$ cat src/rtl/sargantana_icache_refill_ctrl.sv
//==============================================================================
// Module   : sargantana_icache_refill_ctrl
// Purpose  : Instruction-cache refill and flush controller. It accepts a miss
//            (tag, set index, victim way), fetches the line from L2 and writes
//            tag, valid bit and line into the victim way. It also sequences
//            cache flushes.
// Config   : ICACHE_FLUSH_WALK_EN defined   -> flush walks every set, clearing
//                                              the valid bits one set per cycle
//            ICACHE_FLUSH_WALK_EN undefined -> single-cycle bulk flush using
//                                              flush_en_o
// Ports    : clk_i, rst_i                    clock / sync active-high reset
//            miss_*                          miss request from lookup FSM
//            flush_i, busy_o, *_done_o       flush request and status pulses
//            l2_req_* / l2_rsp_*             L2 request / response channel
//            tag_req_o .. addr_o             tag/data array write port
// Revision : 1.0 - initial release
//==============================================================================
`default_nettype none

module sargantana_icache_refill_ctrl #(
    parameter int ICACHE_N_WAY = 4,
    parameter int TAG_WIDHT    = 20,
    parameter int SET_WIDHT    = 256,
    parameter int ADDR_WIDHT   = 6
) (
    input  logic                    clk_i,
    input  logic                    rst_i,
    input  logic                    miss_valid_i,
    output logic                    miss_ready_o,
    input  logic [TAG_WIDHT-1:0]    miss_tag_i,
    input  logic [ADDR_WIDHT-1:0]   miss_idx_i,
    input  logic [ICACHE_N_WAY-1:0] miss_way_i,
    input  logic                    flush_i,
    output logic                    busy_o,
    output logic                    refill_done_o,
    output logic                    flush_done_o,
    output logic                    l2_req_valid_o,
    input  logic                    l2_req_ready_i,
    output logic [TAG_WIDHT-1:0]    l2_req_tag_o,
    output logic [ADDR_WIDHT-1:0]   l2_req_idx_o,
    input  logic                    l2_rsp_valid_i,
    input  logic [SET_WIDHT-1:0]    l2_rsp_data_i,
    input  logic                    l2_rsp_error_i,
    output logic [ICACHE_N_WAY-1:0] tag_req_o,
    output logic [ICACHE_N_WAY-1:0] data_req_o,
    output logic                    tag_we_o,
    output logic                    data_we_o,
    output logic                    flush_en_o,
    output logic                    valid_bit_o,
    output logic [TAG_WIDHT-1:0]    tag_o,
    output logic [SET_WIDHT-1:0]    cline_o,
    output logic [ADDR_WIDHT-1:0]   addr_o
);

    typedef enum logic [2:0] {
        ST_IDLE  = 3'd0,
        ST_REQ   = 3'd1,
        ST_WAIT  = 3'd2,
        ST_WRITE = 3'd3,
        ST_FLUSH = 3'd4
    } state_t;

    state_t                  r_state;
    state_t                  w_next_state;
    logic                    r_flush_pending;
    logic [TAG_WIDHT-1:0]    r_tag;
    logic [ADDR_WIDHT-1:0]   r_idx;
    logic [ICACHE_N_WAY-1:0] r_way;
    logic [SET_WIDHT-1:0]    r_data;
    logic                    r_error;
    logic                    w_miss_fire;
    logic                    w_rsp_fire;

`ifdef ICACHE_FLUSH_WALK_EN
    logic [ADDR_WIDHT-1:0]   r_flush_cnt;
    logic                    w_flush_last;

    assign w_flush_last = (r_flush_cnt == {ADDR_WIDHT{1'b1}});
`endif

    assign w_miss_fire = miss_valid_i && miss_ready_o;
    assign w_rsp_fire  = (r_state == ST_WAIT) && l2_rsp_valid_i;

    //--------------------------------------------------------------------------
    // State and datapath registers
    //--------------------------------------------------------------------------
    always_ff @(posedge clk_i) begin
        if (rst_i) begin
            r_state         <= ST_IDLE;
            r_flush_pending <= 1'b0;
            r_tag           <= '0;
            r_idx           <= '0;
            r_way           <= '0;
            r_data          <= '0;
            r_error         <= 1'b0;
        end else begin
            r_state <= w_next_state;

            // Entry into FLUSH consumes the pending request; a flush seen
            // while busy is remembered until the current operation finishes.
            if (w_next_state == ST_FLUSH && r_state != ST_FLUSH) begin
                r_flush_pending <= 1'b0;
            end else if (flush_i && r_state != ST_IDLE) begin
                r_flush_pending <= 1'b1;
            end

            if (w_miss_fire) begin
                r_tag <= miss_tag_i;
                r_idx <= miss_idx_i;
                r_way <= miss_way_i;
            end

            if (w_rsp_fire) begin
                r_data  <= l2_rsp_data_i;
                r_error <= l2_rsp_error_i;
            end
        end
    end

`ifdef ICACHE_FLUSH_WALK_EN
    // Walk counter returns to zero as the flush ends, so every flush
    // starts from set 0.
    always_ff @(posedge clk_i) begin
        if (rst_i) begin
            r_flush_cnt <= '0;
        end else if (r_state == ST_FLUSH) begin
            r_flush_cnt <= w_flush_last ? '0 : r_flush_cnt + ADDR_WIDHT'(1);
        end
    end
`endif

    //--------------------------------------------------------------------------
    // Next state and outputs. Everything is forced low while rst_i is high so
    // an aborted WRITE never strobes the arrays in the reset cycle.
    //--------------------------------------------------------------------------
    always_comb begin
        w_next_state   = r_state;
        miss_ready_o   = 1'b0;
        busy_o         = 1'b0;
        refill_done_o  = 1'b0;
        flush_done_o   = 1'b0;
        l2_req_valid_o = 1'b0;
        l2_req_tag_o   = '0;
        l2_req_idx_o   = '0;
        tag_req_o      = '0;
        data_req_o     = '0;
        tag_we_o       = 1'b0;
        data_we_o      = 1'b0;
        flush_en_o     = 1'b0;
        valid_bit_o    = 1'b0;
        tag_o          = '0;
        cline_o        = '0;
        addr_o         = '0;

        if (!rst_i) begin
            busy_o = (r_state != ST_IDLE) || r_flush_pending;
            case (r_state)
                ST_IDLE: begin
                    miss_ready_o = !flush_i && !r_flush_pending;
                    if (flush_i || r_flush_pending) begin
                        w_next_state = ST_FLUSH;
                    end else if (miss_valid_i) begin
                        w_next_state = ST_REQ;
                    end
                end
                ST_REQ: begin
                    l2_req_valid_o = 1'b1;
                    l2_req_tag_o   = r_tag;
                    l2_req_idx_o   = r_idx;
                    if (l2_req_ready_i) begin
                        w_next_state = ST_WAIT;
                    end
                end
                ST_WAIT: begin
                    if (l2_rsp_valid_i) begin
                        w_next_state = ST_WRITE;
                    end
                end
                ST_WRITE: begin
                    tag_req_o     = r_way;
                    data_req_o    = r_way;
                    tag_we_o      = 1'b1;
                    data_we_o     = 1'b1;
                    addr_o        = r_idx;
                    tag_o         = r_tag;
                    cline_o       = r_data;
                    valid_bit_o   = !r_error;
                    refill_done_o = 1'b1;
                    w_next_state  = ST_IDLE;
                end
                ST_FLUSH: begin
                    tag_req_o = '1;
`ifdef ICACHE_FLUSH_WALK_EN
                    tag_we_o  = 1'b1;
                    addr_o    = r_flush_cnt;
                    if (w_flush_last) begin
                        flush_done_o = 1'b1;
                        w_next_state = ST_IDLE;
                    end
`else
                    flush_en_o   = 1'b1;
                    flush_done_o = 1'b1;
                    w_next_state = ST_IDLE;
`endif
                end
                default: begin
                    w_next_state = ST_IDLE;
                end
            endcase
        end
    end

endmodule

`default_nettype wire

$ cat config.mk
export PLATFORM = sky130hd
export DESIGN_NAME = sargantana_icache_refill_ctrl
export DESIGN_NICKNAME = d
export VERILOG_FILES = /design/src/rtl/sargantana_icache_refill_ctrl.sv
export SDC_FILE = /design/constraint.sdc
export NUM_CORES = 1
export LEC_CHECK = 0
export BUFFER_PORTS_ARGS = -buffer_cell sky130_fd_sc_hd__buf_2
export CAP_MARGIN = 10
export CORE_AREA = 2 2 241 243
export CTS_BUF_LIST = sky130_fd_sc_hd__clkbuf_8 sky130_fd_sc_hd__clkbuf_16
export DETAILED_ROUTE_END_ITERATION = 16
export DIE_AREA = 0 0 243 245
export GPL_TIMING_DRIVEN = 0
export SKIP_LAST_GASP = 1
export SLEW_MARGIN = 25
export SYNTH_ARGS = -nofsm -noshare
export SYNTH_HDL_FRONTEND = slang
export SYNTH_SLANG_ARGS = --single-unit
$ cat constraint.sdc
create_clock -name clk_i -period 2.39 [get_ports clk_i]
set_input_delay 0.5975 -clock clk_i [delete_from_list [all_inputs] [get_ports clk_i]]
set_output_delay 0.5975 -clock clk_i [all_outputs]
set_load 0.03 [all_outputs]
==> flow_summary.rst, run 1 <==
.. list-table::
   :header-rows: 1

   * - Metric
     - Value
   * - Vias per cell
     - between 4 and 5
   * - R2R Setup Slk
     - between 400 and 500 ps
   * - CP required
     - 1790 ps
   * - Setup TNS
     - -85600 ps
   * - Setup-failing EPs final
     - around 320
   * - Post-synthesis cell type count
     - 27
   * - Number of flip-flops and latches in the synthesized netlist
     - just under 300
   * - Final period utilization
     - 115.7%
   * - Buffer type at the clock tree root
     - sky130_fd_sc_hd__clkbuf_16
   * - Area post-placement
     - around 17000 um2
   * - Largest net degree at the start of global routing
     - 20
   * - Clock Pin Slew Worst Setup and Hold Paths
     - ~60 ps
   * - Most area-consuming cells after synthesis
     - sky130_fd_sc_hd__dfxtp_1 46%, sky130_fd_sc_hd__and2_1 15%, sky130_fd_sc_hd__nand2_1 15%
   * - Clock Latency Late Sink
     - between 500 and 600 ps
   * - Largest buffer count on any clock path
     - 3
   * - Fraction of final layout cells with drive strength greater than 1
     - approximately half
   * - Post-detailed-placement half-perimeter wirelength
     - 38.06 mm
   * - Row Count
     - 88
   * - Maximum resistive drop on vdd
     - approximately 0.5 mV
   * - Sequential share of power
     - between 40 and 50%
   * - Yosys warning total
     - 0
   * - Wirelength per Cell
     - approximately 18 um
   * - Leakage power of the design
     - 9.261 nW
   * - Max Fclk
     - ~360 MHz
   * - Cell with the largest stage delay on the worst path
     - sky130_fd_sc_hd__dfxtp_2
   * - Die extent in y
     - 245 um
   * - Share of power burned in combinational logic
     - under 10%
   * - Syn-to-layout area delta
     - 74.87%
   * - Inserted Clock Buffers
     - 36
   * - Setup slack after placement
     - -798.0 ps
   * - Max-capacitance violation count
     - 0
   * - Bufs and invs on worst path
     - 6
   * - Violated checks
     - setup timing
   * - Initial antenna violation count
     - 9
   * - Worst-case hold slack
     - 298.9 ps
   * - TritonRoute pass-1 iters
     - 5
   * - Clock tree from TritonCTS
     - done
   * - Peak fanout along the critical path
     - 6
   * - Overall track demand over capacity in global routing
     - between 15 and 20%
   * - Critical Path Start Type
     - flip-flop
   * - Initial Util
     - between 20% and 30%
   * - Post-synthesis cell area
     - roughly 13000 um2
   * - Number of filler instances in the final layout
     - ~5800
   * - Share of flip-flops with an asynchronous set or reset
     - 0%
   * - Routed wire length
     - 55.52 mm
   * - CP most frequent cell
     - sky130_fd_sc_hd__buf_12
   * - Maximum single-stage delay on the critical path
     - 340 ps
   * - Core Box Area
     - ~57000 um2
   * - Design Area, Final
     - roughly 22000 um2
   * - Area of the die
     - roughly 60000 um2
   * - Largest clock skew in the final design
     - ~9.6 ps
   * - Total via count in the routed design
     - 13430
   * - RSZ-0062 raised after global routing
     - true
   * - Post-layout worst setup margin
     - -375.9 ps
   * - Number of sinks handled by clock tree synthesis
     - between 200 and 300
   * - Clk network pwr share
     - approximately half
   * - # nets final
     - 2637
   * - Congestion Overflow GR
     - 0
   * - Cell count after placement
     - about 3000
   * - Hold WC Path Type
     - in2reg
   * - Critical Path, Cell by Cell
     - nor4bb_4 -> buf_4 -> buf_12 -> buf_16 -> buf_12 -> buf_8 -> and2_4 -> buf_6
   * - Critical path data arrival time
     - 2170 ps
   * - Kind of end point of the critical path
     - primary output
   * - Count of endpoints failing hold in the final timing report
     - 0
   * - Min Clock Period, post-route
     - 2766 ps
   * - Biggest area consumer among synthesized cells
     - sky130_fd_sc_hd__dfxtp_1
   * - Number of nets still failing antenna checks after routing
     - 0
   * - Predominant post-synthesis flop cell
     - sky130_fd_sc_hd__dfxtp_1
   * - Outcome
     - finished with violations
   * - Path type of the worst setup path
     - reg2out
   * - Remaining routing DRC violations
     - 0
   * - Power Total
     - about 11 mW
   * - Boundary pin count
     - about 620
   * - Design internal power
     - 8.548 mW
   * - Count of mapped cells out of synthesis
     - approximately 1600
   * - First-pass GRT wire length
     - between 80 and 90 mm
   * - Syn avg cell area
     - ~7.7 um2
   * - Final count of pins violating max slew
     - 0
   * - Post-synth EDFFs
     - 0
   * - Pwr dens
     - 504.9 nW/um2
   * - Final Core Density
     - 38.72%
   * - Via count of the first global-routing pass
     - about 13000
   * - Finished Layout Cells
     - between 3000 and 4000
   * - Net switching power of the design
     - 2.602 mW
   * - Crit path max-delay family
     - buffers and inverters
   * - Width of the chip
     - about 240 um
   * - Clock H-tree levels
     - 2
   * - Number of buffers added on ports
     - about 620
   * - Register area share after synthesis
     - 46.13%
   * - Post-synth net total
     - approximately 1900
   * - Iter 0 DRT Violations
     - about 580
   * - Worst slew margin
     - a little over a third
   * - Sw Share
     - between 20% and 30%
   * - Yosys top cell area share
     - between 40% and 50%
   * - Routability congestion estimate from global placement
     - 0.8381
   * - Worst slew pin tran
     - between 900 and 1000 ps
-- state kept, by name, summed over array words and instances (netlist names) --
register and count:
r_data 256, r_flush_pending 1, r_tag 20, r_idx 6, r_state 3, r_error 1
r_way 4
-- worst paths after layout --
check | from | endpoint | cells after the start
max | r_state[1] | cline_o[215] | 8
min | l2_rsp_data_i[142] | r_data[142] | 3
max reg2reg | r_state[2] | r_data[107] | 8
min reg2reg | r_data[106] | r_data[106] | 2
-- kinds of logic after synthesis --
kind of cell / count (synthesis) / share of synthesized area [%]
multiplexers: 31 / 2.467
flip-flops: 291 / 46.13
AO/OA/AOI/OAI: 259 / 10.29
AND/OR/NAND/NOR: 910 / 35.11
buffers and inverters: 139 / 6.004
-- routing by layer --
| layer | vias up | share of wire, % | GRT usage [%] | routed length [um] |
|---|---|---|---|---|
| li1 | 6580 | - | - | - |
| met1 | 6256 | 41 | 20.68 | 22590 |
| met2 | 448 | 49 | 29.66 | 26940 |
| met3 | 137 | 6.4 | 4.789 | 3567 |
| met4 | 6 | 4.3 | 8.228 | 2386 |
| met5 | - | 0.068 | 0 | 38 |
-- what timing repair did --
| action | CTS | global route |
|---|---|---|
| endpoints found under the setup margin | 325 | 324 |
| pin swaps | 201 | 37 |
| buffers inserted | 25 | 7 |
| gates cloned | 33 | 3 |
| hold buffers | 0 | 0 |
| resized for setup | 955 | 198 |
| hold endpoints to repair | 0 | 0 |
-- cells in the mapped netlist (2+ instances only) --
| cell type | number |
|---|---|
| sky130_fd_sc_hd__nor2_1 | 4 |
| sky130_fd_sc_hd__mux2i_1 | 30 |
| sky130_fd_sc_hd__a21oi_1 | 258 |
| sky130_fd_sc_hd__clkbuf_2 | 20 |
| sky130_fd_sc_hd__buf_2 | 40 |
| sky130_fd_sc_hd__buf_4 | 21 |
| sky130_fd_sc_hd__or2_2 | 3 |
| sky130_fd_sc_hd__and3b_1 | 2 |
| sky130_fd_sc_hd__nand2b_1 | 61 |
| sky130_fd_sc_hd__dfxtp_1 | 291 |
| sky130_fd_sc_hd__and2_1 | 312 |
| sky130_fd_sc_hd__buf_6 | 11 |
| sky130_fd_sc_hd__nand2_1 | 515 |
| sky130_fd_sc_hd__clkbuf_1 | 46 |
| sky130_fd_sc_hd__nor3_1 | 4 |
-- cells in the final DEF, fill, tap and decap left out, types with 10 or more instances in the layout --
cell type                   instances
sky130_fd_sc_hd__nand2b_1          60
sky130_fd_sc_hd__dfxtp_1          289
sky130_fd_sc_hd__clkbuf_16         53
sky130_fd_sc_hd__and2_1            13
sky130_fd_sc_hd__mux2i_1           30
sky130_fd_sc_hd__buf_4             32
sky130_fd_sc_hd__clkbuf_8          15
sky130_fd_sc_hd__buf_2            329
sky130_fd_sc_hd__buf_6            341
sky130_fd_sc_hd__nand2_1          515
sky130_fd_sc_hd__buf_8             37
sky130_fd_sc_hd__and2_4           295
sky130_fd_sc_hd__clkbuf_1          34
sky130_fd_sc_hd__buf_12            10
sky130_fd_sc_hd__a21oi_1          258
-- power groups by stage --
stage                     Clock [mW]  Sequential, mW  Combinational [mW]
after global routing            5.80            4.98               0.798
after global placement             0            5.07               0.674
after detailed placement           0            5.07               0.674
final                           5.44            4.98               0.735
after CTS                       5.59            4.97               0.706
after floorplan                    0            5.06               0.308
-- cell type report --
class	count	area, um2	share of cell area, %
multi-input cells	1200	6830	30.93
plain buffers	133	1177	5.331
clock buffers	46	1050	4.753
inverters	1	7.507	0.03399
clock inverters	11	98.84	0.4476
flip-flops and latches	291	5831	26.40
repair buffers	681	6121	27.72
well taps	765	957.2	4.334
diodes	5	12.51	0.05665
-- tightest hold or removal path: cells and delay by family --
family | cells | cell delay [ps]
buf+inv | 1 | 100
simple gates | 1 | 40
compound gates | 1 | 50
No activity file was read; power rests on OpenSTA's default activity.
==> inputs of run 2 (changes only) <==
==> constraint.sdc (replaced) <==
create_clock -name clk_i -period 3.3 [get_ports clk_i]
set_input_delay 0.825 -clock clk_i [delete_from_list [all_inputs] [get_ports clk_i]]
set_output_delay 0.825 -clock clk_i [all_outputs]
set_load 0.03 [all_outputs]
==> flow_summary.rst, run 2 (synthesis results as in run 1) <==
.. list-table::
   :header-rows: 1

   * - Metric
     - Value
   * - CP required
     - 2470 ps
   * - Remaining routing DRC violations
     - 0
   * - Width of the chip
     - 243 um
   * - Max-capacitance violation count
     - 0
   * - Routed length on met2
     - between 20 and 25 mm
   * - Final period utilization
     - between 90% and 100%
   * - Vias per cell
     - between 4 and 5
   * - Clock H-tree levels
     - 2
   * - Peak fanout along the critical path
     - 10
   * - Largest register FFs
     - about 260
   * - Worst slew pin tran
     - 932.0 ps
   * - Total via count in the routed design
     - approximately 13000
   * - # nets final
     - between 2000 and 3000
   * - Count of endpoints failing hold in the final timing report
     - 0
   * - Row Count
     - 88
   * - Outcome
     - finished, final reports clean
   * - Met1 wire length
     - roughly 20 mm
   * - First-pass GRT wire length
     - a little over 70 mm
   * - Sequential share of power
     - roughly 46%
   * - Number of nets still failing antenna checks after routing
     - 0
   * - Post-layout worst setup margin
     - 119.5 ps
   * - Fraction of final layout cells with drive strength greater than 1
     - about a third
   * - RSZ-0062 raised after global routing
     - true
   * - Registers with the most flip-flops
     - r_data (256), r_tag (20), r_idx (6)
   * - CP most frequent cell
     - sky130_fd_sc_hd__buf_4
   * - Wirelength per Cell
     - between 15 and 20 um
   * - Cell count after placement
     - about 3000
   * - Top library cells by usage in the layout, fill and taps aside
     - 651 x sky130_fd_sc_hd__buf_2, 515 x sky130_fd_sc_hd__nand2_1, 310 x sky130_fd_sc_hd__and2_1
   * - Most common cell after layout, fill and taps aside
     - sky130_fd_sc_hd__buf_2
   * - Syn-to-layout area delta
     - 41.49%
   * - Leakage power of the design
     - ~8 nW
   * - Clock Pin Slew Worst Setup and Hold Paths
     - 60 ps
   * - Number of sinks handled by clock tree synthesis
     - roughly 290
   * - Area of the die
     - between 50000 and 60000 um2
   * - Die extent in y
     - 245 um
   * - Boundary pin count
     - 618
   * - Maximum single-stage delay on the critical path
     - 280 ps
   * - Top Layer Used
     - met4
   * - Post-detailed-placement half-perimeter wirelength
     - between 30 and 40 mm
   * - Max Fclk
     - between 300 and 400 MHz
   * - Clock tree from TritonCTS
     - done
   * - Hold WC Path Type
     - reg2reg
   * - Congestion Overflow GR
     - 0
   * - TritonRoute pass-1 iters
     - 5
   * - Kind of end point of the critical path
     - primary output
   * - Iter 0 DRT Violations
     - 450
   * - Inserted Clock Buffers
     - 36
   * - Core Box Area
     - roughly 57000 um2
   * - Largest net degree at the start of global routing
     - 20
   * - Overall track demand over capacity in global routing
     - approximately 15%
   * - Worst-case hold slack
     - 446.3 ps
   * - Top reg by flops
     - r_data
   * - Routed wire length
     - about 48 mm
   * - Largest clock skew in the final design
     - approximately 14 ps
   * - Setup-failing EPs final
     - 0
   * - Critical path data arrival time
     - roughly 2400 ps
   * - Final count of pins violating max slew
     - 0
   * - Routability congestion estimate from global placement
     - ~0.87
   * - Share of power burned in combinational logic
     - between 6 and 7%
   * - Maximum resistive drop on vdd
     - 0.2271 mV
   * - Sw Share
     - between 20 and 25%
   * - Number of filler instances in the final layout
     - between 6000 and 7000
   * - Critical Path Start Type
     - primary input
   * - Largest buffer count on any clock path
     - 3
   * - Buffer type at the clock tree root
     - sky130_fd_sc_hd__clkbuf_16
   * - Path type of the worst setup path
     - in2out
   * - Power Total
     - 7.822 mW
   * - Worst slew margin
     - between 30 and 40%
   * - Pwr dens
     - roughly 440 nW/um2
   * - Hold buffers post-CTS
     - 0
   * - Design internal power
     - between 6 and 7 mW
   * - Met3 wirelength from detailed routing
     - 3.107 mm
   * - Area taken by multi-input logic gates
     - just over 6000 um2
   * - Register cell area after layout
     - 5826 um2
   * - Min Clock Period, post-route
     - approximately 3200 ps
   * - Cell with the largest stage delay on the worst path
     - sky130_fd_sc_hd__nor4bb_2
   * - Setup slack after placement
     - -569.0 ps
   * - Clk network pwr share
     - ~48%
   * - Via count of the first global-routing pass
     - 12210
   * - Net switching power of the design
     - 1.800 mW
   * - Finished Layout Cells
     - just over 3000
   * - Initial antenna violation count
     - 3
   * - Critical Path, Cell by Cell
     - buf_4 -> nor4bb_2 -> buf_4 -> buf_6 -> buf_4 -> and2_1 -> clkbuf_4
   * - Clock Latency Late Sink
     - around 520 ps
   * - Initial Util
     - 22.14%
   * - Number of buffers added on ports
     - 616
## run 2: cell types whose count changed in the layout (fill, tap and decap cells not counted), sizes merged
cell | previous run | this run
clkbuf | 104 | 106
inv | 5 | 11
buf | 756 | 689
diode | 5 | 3
## run 2: timing repair
action,in CTS,in global routing
gates resized for setup,19,26
gates cloned,0,0
endpoints found under the setup margin,274,231
setup buffers,2,1
## run 2: area by class of cell
type	instances	share of cell area, %
antenna	3	0.04201
buffer	136	4.509
clock buffer	40	5.412
clock inverter	17	0.7002
inverter	1	0.02101
multi-input combinational	1200	33.89
sequential	291	32.60
tap	765	5.356
timing repair buffer	619	17.47
## run 2: power by group through the flow
stage                     Clock, mW  Sequential [mW]  Combinational [mW]
after floorplan                   0             3.66               0.221
after global placement            0             3.67               0.487
after detailed placement          0             3.67               0.489
after CTS                      3.87             3.60               0.490
after global routing           4.00             3.60               0.531
final                          3.74             3.60               0.485
## run 2: stage by stage
stage                     TNS, ps  cell area (um2)  util (%)
after floorplan                 0            12630         -
after global placement     -22420            16670     29.23
after detailed placement   -23510            16670     29.23
after CTS                  -302.3            17810     31.23
after global routing       -155.4            17860     31.32
final                           0            17870     31.33
## run 2: worst max-delay path, delay by kind of cell
| family | cells | cell delay [ps] |
|---|---|---|
| buf+inv | 5 | 1010 |
| simple gates | 2 | 520 |
## run 2: path summary, 6_finish.rpt
| path | from | endpoint | slack, ps | cells past startpoint |
|---|---|---|---|---|
| min | r_data[94] | r_data[94] | 450 | 2 |
| max | rst_i | cline_o[124] | 120 | 7 |
| max reg2reg | r_state[2] | r_data[124] | 1450 | 7 |
| min reg2reg | r_data[94] | r_data[94] | 450 | 2 |
## run 2: per-layer routing
layer | up-vias | track usage (%)
met2 | 419 | 27.24
met1 | 5907 | 17.95
met3 | 78 | 3.663
li1 | 6437 | -
met5 | - | 0
met4 | 0 | 5.197
==> inputs of run 3 (changes only) <==
==> constraint.sdc (replaced) <==
create_clock -name clk_i -period 3.3 [get_ports clk_i]
set_input_delay 0.165 -clock clk_i [delete_from_list [all_inputs] [get_ports clk_i]]
set_output_delay 0.165 -clock clk_i [all_outputs]
set_load 0.03 [all_outputs]
==> flow_summary.rst, run 3 (synthesis results as in run 1) <==
.. list-table::
   :header-rows: 1

   * - Metric
     - Value
   * - Buffer type at the clock tree root
     - sky130_fd_sc_hd__clkbuf_16
   * - Kind of end point of the critical path
     - primary output
   * - Finished Layout Cells
     - around 3400
   * - Width of the chip
     - 243 um
   * - Boundary pin count
     - about 600
   * - Largest buffer count on any clock path
     - 3
   * - Congestion Overflow GR
     - 0
   * - CP required
     - between 3000 and 4000 ps
   * - Worst Setup EP
     - cline_o[121]
   * - RSZ-0062 raised after global routing
     - false
   * - Setup-failing EPs final
     - 0
   * - Inserted Clock Buffers
     - 36
   * - Design Area, Final
     - between 20000 and 25000 um2
   * - Vias per cell
     - ~4.3
   * - Number of sinks handled by clock tree synthesis
     - a little under 300
   * - Share of power burned in combinational logic
     - under 10%
   * - Clk network pwr share
     - between 40 and 50%
   * - Via count of the first global-routing pass
     - 14050
   * - Setup slack after placement
     - approximately 640 ps
   * - Total via count in the routed design
     - about 14000
   * - Fraction of final layout cells with drive strength greater than 1
     - between 20% and 30%
   * - Largest register FFs
     - 256
   * - Worst slew pin tran
     - ~940 ps
   * - Sequential share of power
     - 44.4%
   * - Registers with the most flip-flops
     - r_data (256), r_tag (20), r_idx (6)
   * - Largest net degree at the start of global routing
     - 13
   * - Die extent in y
     - about 250 um
   * - R2r worst-path depth
     - 7
   * - Sw Share
     - a little under a quarter
   * - Setup TNS
     - 0 ps
   * - Hold WC Path Type
     - in2reg
   * - Maximum resistive drop on vdd
     - 0.2291 mV
   * - Area of the die
     - 59540 um2
   * - Wirelength per Cell
     - between 15 and 20 um
   * - Leakage power of the design
     - about 9.2 nW
   * - Critical path data arrival time
     - ~2700 ps
   * - Number of nets still failing antenna checks after routing
     - 0
   * - Design internal power
     - ~6.2 mW
   * - Overall track demand over capacity in global routing
     - 16.71%
   * - Power Total
     - ~8.1 mW
   * - Final Core Density
     - between 30% and 40%
   * - Worst-case hold slack
     - a little over 50 ps
   * - # nets final
     - around 2900
   * - Clock Latency Late Sink
     - between 500 and 600 ps
   * - Most common cell after layout, fill and taps aside
     - sky130_fd_sc_hd__buf_2
   * - Number of buffers added on ports
     - between 600 and 700
   * - Net switching power of the design
     - around 1.9 mW
   * - Largest clock skew in the final design
     - about 13 ps
   * - Top library cells by usage in the layout, fill and taps aside
     - 656 x sky130_fd_sc_hd__buf_2, 515 x sky130_fd_sc_hd__nand2_1, 312 x sky130_fd_sc_hd__and2_1
   * - Cell count after placement
     - about 3000
   * - Initial antenna violation count
     - 1
   * - Core Box Area
     - approximately 57000 um2
   * - Row Count
     - a little under 90
   * - Routability congestion estimate from global placement
     - a little under 0.9
   * - Source of the worst register-to-register timing path
     - r_state[2]
   * - Final count of pins violating max slew
     - 0
   * - Number of filler instances in the final layout
     - ~6000
   * - Peak fanout along the critical path
     - 10
   * - Area post-placement
     - ~17000 um2
   * - Min Clock Period, post-route
     - ~2900 ps
   * - Max Fclk
     - about 350 MHz
   * - Clock Pin Slew Worst Setup and Hold Paths
     - approximately 60 ps
   * - Pwr dens
     - about 390 nW/um2
   * - Final period utilization
     - slightly below 90%
   * - Iter 0 DRT Violations
     - 604
   * - Post-detailed-placement half-perimeter wirelength
     - approximately 38 mm
   * - Initial Util
     - 22.14%
   * - Routed wire length
     - 52.59 mm
   * - Syn-to-layout area delta
     - 63.51%
   * - ANT cells
     - 0
   * - Area taken by multi-input logic gates
     - a little over 6000 um2
   * - Critical Path Start Type
     - flip-flop
   * - TritonRoute pass-1 iters
     - 7
   * - Clock H-tree levels
     - 2
   * - Worst slew margin
     - between 30% and 40%
   * - Top reg by flops
     - r_data
   * - Post-layout worst setup margin
     - ~410 ps
   * - Crit path launch
     - r_state[2]
   * - Capturing point of the worst reg2reg path
     - r_data[61]
   * - Remaining routing DRC violations
     - 0
   * - Max-capacitance violation count
     - 0
   * - Path type of the worst setup path
     - reg2out
   * - First-pass GRT wire length
     - just under 80 mm
   * - Clock tree from TritonCTS
     - done
   * - Setup bufs post-CTS
     - 0
   * - Register cell area after layout
     - 5826 um2
   * - Outcome
     - finished, final reports clean
   * - Count of endpoints failing hold in the final timing report
     - 0
   * - R2R Setup Slk
     - ~1500 ps
## run 3: cell count changes in the layout (fill, tap and decap cells not counted), sizes merged
| cell | delta |
|---|---|
| buf | -1 |
| clkbuf | -1 |
| diode | -3 |
| dlygate4sd3 | +289 |
## run 3: critical path, cell delays in order, from the launching register on
cell                       delay (ps)
sky130_fd_sc_hd__dfxtp_1          290
sky130_fd_sc_hd__buf_2            170
sky130_fd_sc_hd__nor4bb_1         250
sky130_fd_sc_hd__buf_2            380
sky130_fd_sc_hd__buf_4            290
sky130_fd_sc_hd__clkbuf_2         300
sky130_fd_sc_hd__and2_1           270
sky130_fd_sc_hd__buf_2            230
## run 3: cell type report
cell class                      count  area share, %
Sequential cell                   291          28.21
Clock inverter                     17         0.6059
Tap cell                          765          4.635
Buffer                            137          3.635
Timing Repair Buffer              905          28.94
Inverter                            1        0.01818
Multi-Input combinational cell   1200          29.28
Clock buffer                       40          4.683
## run 3: worst min path at each step
stage / slack, ps / to / from / cells after the start
after floorplan: 300 / r_data[0] / l2_rsp_data_i[0] / 2
after global placement: 410 / r_data[200] / l2_rsp_data_i[200] / 3
after detailed placement: 410 / r_data[157] / l2_rsp_data_i[157] / 3
after CTS: 8 / r_state[0] / l2_rsp_valid_i / 3
after global routing: 30 / r_state[0] / l2_rsp_valid_i / 3
final: 50 / r_state[0] / l2_rsp_valid_i / 3
## run 3: what timing repair did
| item | in CTS | in global routing |
|---|---|---|
| gates resized for setup | 0 | 0 |
| endpoints found under the setup margin | 0 | 2 |
| hold endpoints to repair | 290 | 0 |
| hold buffers | 289 | 0 |
## run 3: power groups by stage
stage	combinational (mW)	clock, mW	sequential, mW
after floorplan	0.221	0	3.66
after global placement	0.487	0	3.67
after detailed placement	0.489	0	3.67
after CTS	0.764	3.87	3.60
after global routing	0.830	4.01	3.60
final	0.772	3.74	3.60
## run 3: layer usage
metal / vias to the layer above / part of all wire, % / global-route usage, %
met4: 0 / 4.2 / 7.470
met2: 552 / 50 / 29.78
li1: 7021 / - / -
met3: 130 / 5.7 / 3.051
met5: - / 0 / 0
met1: 6613 / 40 / 19.48
